===== src/rtl/diferencial_receptor.sv =====
// NRZI receiver for the serial lane: synchronises the line level, decodes
// transitions to 1s, and tracks link activity through a run-length counter.
//
// state    | meaning
// ---------+----------------------------------------------------------
// INACTIVO | electrical idle; waiting for the first decoded 1
// ACTIVO   | link active; counting consecutive decoded 0s toward idle
module diferencial_receptor #(
    parameter int IDLE_CYC = 16,
    parameter int CNT_W    = 8
) (
    input  logic clk,
    input  logic rst,
    input  logic enb,
    input  logic entrada,
    output logic salida,
    output logic RxValid,
    output logic RxElecIdle
);

    typedef enum logic {
        INACTIVO = 1'b0,
        ACTIVO   = 1'b1
    } estado_t;

    localparam logic [CNT_W-1:0] CNT_FIN = CNT_W'(IDLE_CYC - 1);

    logic             sync1;
    logic             sync2;
    logic             linea_prev;
    logic             bit_dec;
    logic             salida_nx;
    logic [CNT_W-1:0] cnt;
    logic [CNT_W-1:0] cnt_nx;
    estado_t          estado;
    estado_t          estado_nx;

    assign bit_dec = sync2 ^ linea_prev;

    // The synchroniser keeps tracking while disabled so re-enabling sees a
    // settled reference and cannot decode a stale transition.
    always_ff @(posedge clk) begin
        if (!rst) begin
            sync1      <= 1'b0;
            sync2      <= 1'b0;
            linea_prev <= 1'b0;
            salida     <= 1'b0;
            cnt        <= '0;
            estado     <= INACTIVO;
            RxValid    <= 1'b0;
            RxElecIdle <= 1'b1;
        end else begin
            sync1      <= entrada;
            sync2      <= sync1;
            linea_prev <= sync2;
            salida     <= salida_nx;
            cnt        <= cnt_nx;
            estado     <= estado_nx;
            RxValid    <= (estado_nx == ACTIVO);
            RxElecIdle <= (estado_nx != ACTIVO);
        end
    end

    always_comb begin
        estado_nx = estado;
        cnt_nx    = '0;
        salida_nx = 1'b0;
        if (!enb) begin
            estado_nx = INACTIVO;
        end else begin
            salida_nx = bit_dec;
            case (estado)
                INACTIVO: begin
                    if (bit_dec) estado_nx = ACTIVO;
                end
                ACTIVO: begin
                    // The IDLE_CYC-th consecutive 0 ends the active period.
                    if (!bit_dec) begin
                        if (cnt == CNT_FIN) estado_nx = INACTIVO;
                        else                cnt_nx    = cnt + 1'b1;
                    end
                end
                default: estado_nx = INACTIVO;
            endcase
        end
    end

endmodule


===== config.mk =====
export PLATFORM = sky130hd
export DESIGN_NAME = diferencial_receptor
export DESIGN_NICKNAME = d
export VERILOG_FILES = /design/src/rtl/diferencial_receptor.sv
export SDC_FILE = /design/constraint.sdc
export NUM_CORES = 1
export LEC_CHECK = 0
export ABC_AREA = 1
export CAP_MARGIN = 30
export CELL_PAD_IN_SITES_DETAIL_PLACEMENT = 1
export CELL_PAD_IN_SITES_GLOBAL_PLACEMENT = 1
export CORE_UTILIZATION = 30
export DETAILED_ROUTE_END_ITERATION = 10
export PLACE_DENSITY_LB_ADDON = 0.1
export SLEW_MARGIN = 20
export SYNTH_ARGS = -nofsm -noshare
export SYNTH_HDL_FRONTEND = slang
export SYNTH_SLANG_ARGS = --single-unit

===== constraint.sdc =====
create_clock -name clk -period 1.85 [get_ports clk]
set_clock_uncertainty 0.15 [all_clocks]
set_input_delay 0.37 -clock clk [delete_from_list [all_inputs] [get_ports clk]]
set_output_delay 0.37 -clock clk [all_outputs]
set_load 0.005 [all_outputs]

==> run summary <==
Worst Path Arrival: 1.15 ns
Net count after synthesis: 85
Clk_lat worst skew: 0.27 ns
Yosys top cell area share: 48.3%
Max-cap violations: 0
Fin nets: 97
Clk root buf: clkbuf_4
Clk sinks: 14
Number of placement rows: 15
Crit Path Max Fanout: 3
Synth cell types: 12
Vias: 486
CP Class: flip-flop to output pin
Fill cell count: 237
Total negative slack: 0 ns
Cts bufs inserted: 3
Ant diodes: 0
Crit-path cells: clkdlybuf4s50_1
Clock buffer depth: 2
Avg Cell Area, Syn: 7.26 µm²
Die Area: 2120 µm²
Reg2reg setup slack: 0.54 ns
Vias in the first global route: 439
Worst hold endpoint: sync2
Worst Tran Pin Value: 0.177 ns
Routed WL: 968 µm
Most frequent cells in the layout: nand2_1 (19), inv_1 (17), dfxtp_1 (14), nor2_1 (14), nand3_1 (7)
DRT Pass-1 Iters: 2
Worst path top cell family by delay: buffers and inverters
Mapped Cells: 80
GRT Overall Usage: 12.4%
Worst-path clk slew: 0.07 ns
Initial core utilization: 32.9%
Crit path buf inv count: 1
Boundary Pins: 7
RSZ-0062 raised after global routing: false
Hold Buf Count CTS: 0
Layout area overhead: 20.9%
Initial antenna violation count: 0
Hold path depth: 2
Pins Over Slew Limit: 0
ANT nets after route: 0
Layer with the highest usage: met2
Worst vdd ir: 0.377 mV
Finished Cell Area: 702 µm²
Non-filler cells, final: 115
PD cells: 696 nW/µm²
Dominant cells by area after synthesis: dfxtp_1 (48%), nand2_1 (12%), inv_1 (11%)
Met2 GRT Util: 18.9%
Hold Path Class: flip-flop to flip-flop
Commonest non-fill, non-tap cell in the layout: nand2_1
Final worst path period need: 1.67 ns
Static leakage: 0.289 nW
Total grt overflow: 0
CTS tree: yes
Worst endpoint required time: 1.33 ns
Post-CTS sizing: 0
Endpoints failing setup: 0
Register area: 280 µm²
Rel. slew slack: 88.2%
Largest area contributor in the netlist: dfxtp_1
DRC Markers: 0
Final Hold Violating Endpoints: 0
Slowest CP cell: clkdlybuf4s50_1
Sequential area share after synthesis: 48.3%
H-tree depth: 1
Buffers added on ports: 6
Setup Fix Bufs, Post-CTS: 0
Die Span X: 46.0 µm
Seq cells post-synth: 14
Initial DRC count: 1
Biggest cell delay along the critical path: 0.51 ns
Detailed Place HPWL: 835 µm
Status: finished clean
Core Box Area: 1760 µm²
Share of layout cells above drive strength 1: 8.89%
Area of the multi-input gates: 236 µm²
Worst r2r src: cnt[0]
Synth warn: 0
Pin count of the biggest net entering global routing: 9
Hold Startpoint: sync1
Startpoint type of the worst setup path: flip-flop
Reg2reg end: cnt[3]
First-pass GRT wire length: 1770 µm
Dpl cell area: 679 µm²
Met1 GRT Util: 14.7%
Vias per cell: 4.23
Worst Setup End Kind: output pin
DIE HEIGHT: 46.0 µm
Placed Cells: 112
Met3 Use GR: 7.14%
Reg2Reg Depth: 6
Syn Std Cell Area: 581 µm²
Drt wl/cell: 8.42 µm
Final period util: 90.2%
Routability cong.: 0.712
Max Fclk: 599 MHz
## kinds of logic after synthesis
logic type      Yosys count  share of synthesized area, %
xor+xnor                  3                          4.53
flops                    14                          48.3
fa+ha+maj                 1                          2.15
simple gates             44                          33.2
buf+inv                  17                          11.0
compound gates            1                         0.861
## state kept, by name (all words and copies together), names as in the netlist
| register | count |
|---|---|
| sync1 | 1 |
| salida | 1 |
| sync2 | 1 |
| cnt | 8 |
| RxElecIdle | 1 |
| linea_prev | 1 |
| estado | 1 |
## worst min-delay path: stages (launching register included)
cell,delay [ns]
dfxtp_1,0.31
nand2_1,0.05
inv_1,0.04
## worst max-delay path by stage
stage	from	to	slack [ns]	depth (start not counted)
6_report	estado	RxValid	0.18	1
5_1_grt	estado	RxValid	0.13	1
4_1_cts	estado	RxValid	0.16	1
3_5_place_dp	rst	cnt[0]	0.18	5
3_3_place_gp	rst	cnt[0]	0.22	5
2_1_floorplan	cnt[0]	cnt[2]	0.62	6
## metrics by stage
step                      setup slack [ns]  power [W]  hold slack (ns)  utilization [%]
after detailed placement             0.178   0.000336            0.255             38.5
after floorplan                      0.615   0.000323            0.240                -
after global placement               0.223   0.000335            0.256             38.5
final                                0.182   0.000489            0.267             39.8
after CTS                            0.165   0.000500            0.274             39.8
after global routing                 0.127   0.000519            0.292             39.8
## layout make-up
class / count / share of cell area [%]
clock buffer: 3 / 3.21
inverter: 17 / 9.09
multi-input combinational: 49 / 33.7
sequential: 14 / 39.9
tap: 25 / 4.46
timing repair buffer: 7 / 9.63
## power by group
group	switching [W]	total, W	internal [W]
clock	0.0000855	0.000161	0.0000753
sequential	0.00000227	0.000308	0.000306
combinational	0.00000787	0.0000197	0.0000119
## routing by layer
metal / vias to the layer above / share of wire, %
li1: 255 / -
met1: 223 / 47
met2: 8 / 48
met3: 0 / 4.6
met4: 0 / 0
met5: - / 0
## Yosys cell counts (all sizes together)
| library cell | n |
|---|---|
| dfxtp | 14 |
| ha | 1 |
| xnor2 | 2 |
| xor2 | 1 |
| nand2 | 21 |
| a21oi | 1 |
| nand3 | 8 |
| inv | 17 |
| nor2 | 15 |
(Power assumes the default switching activity.)
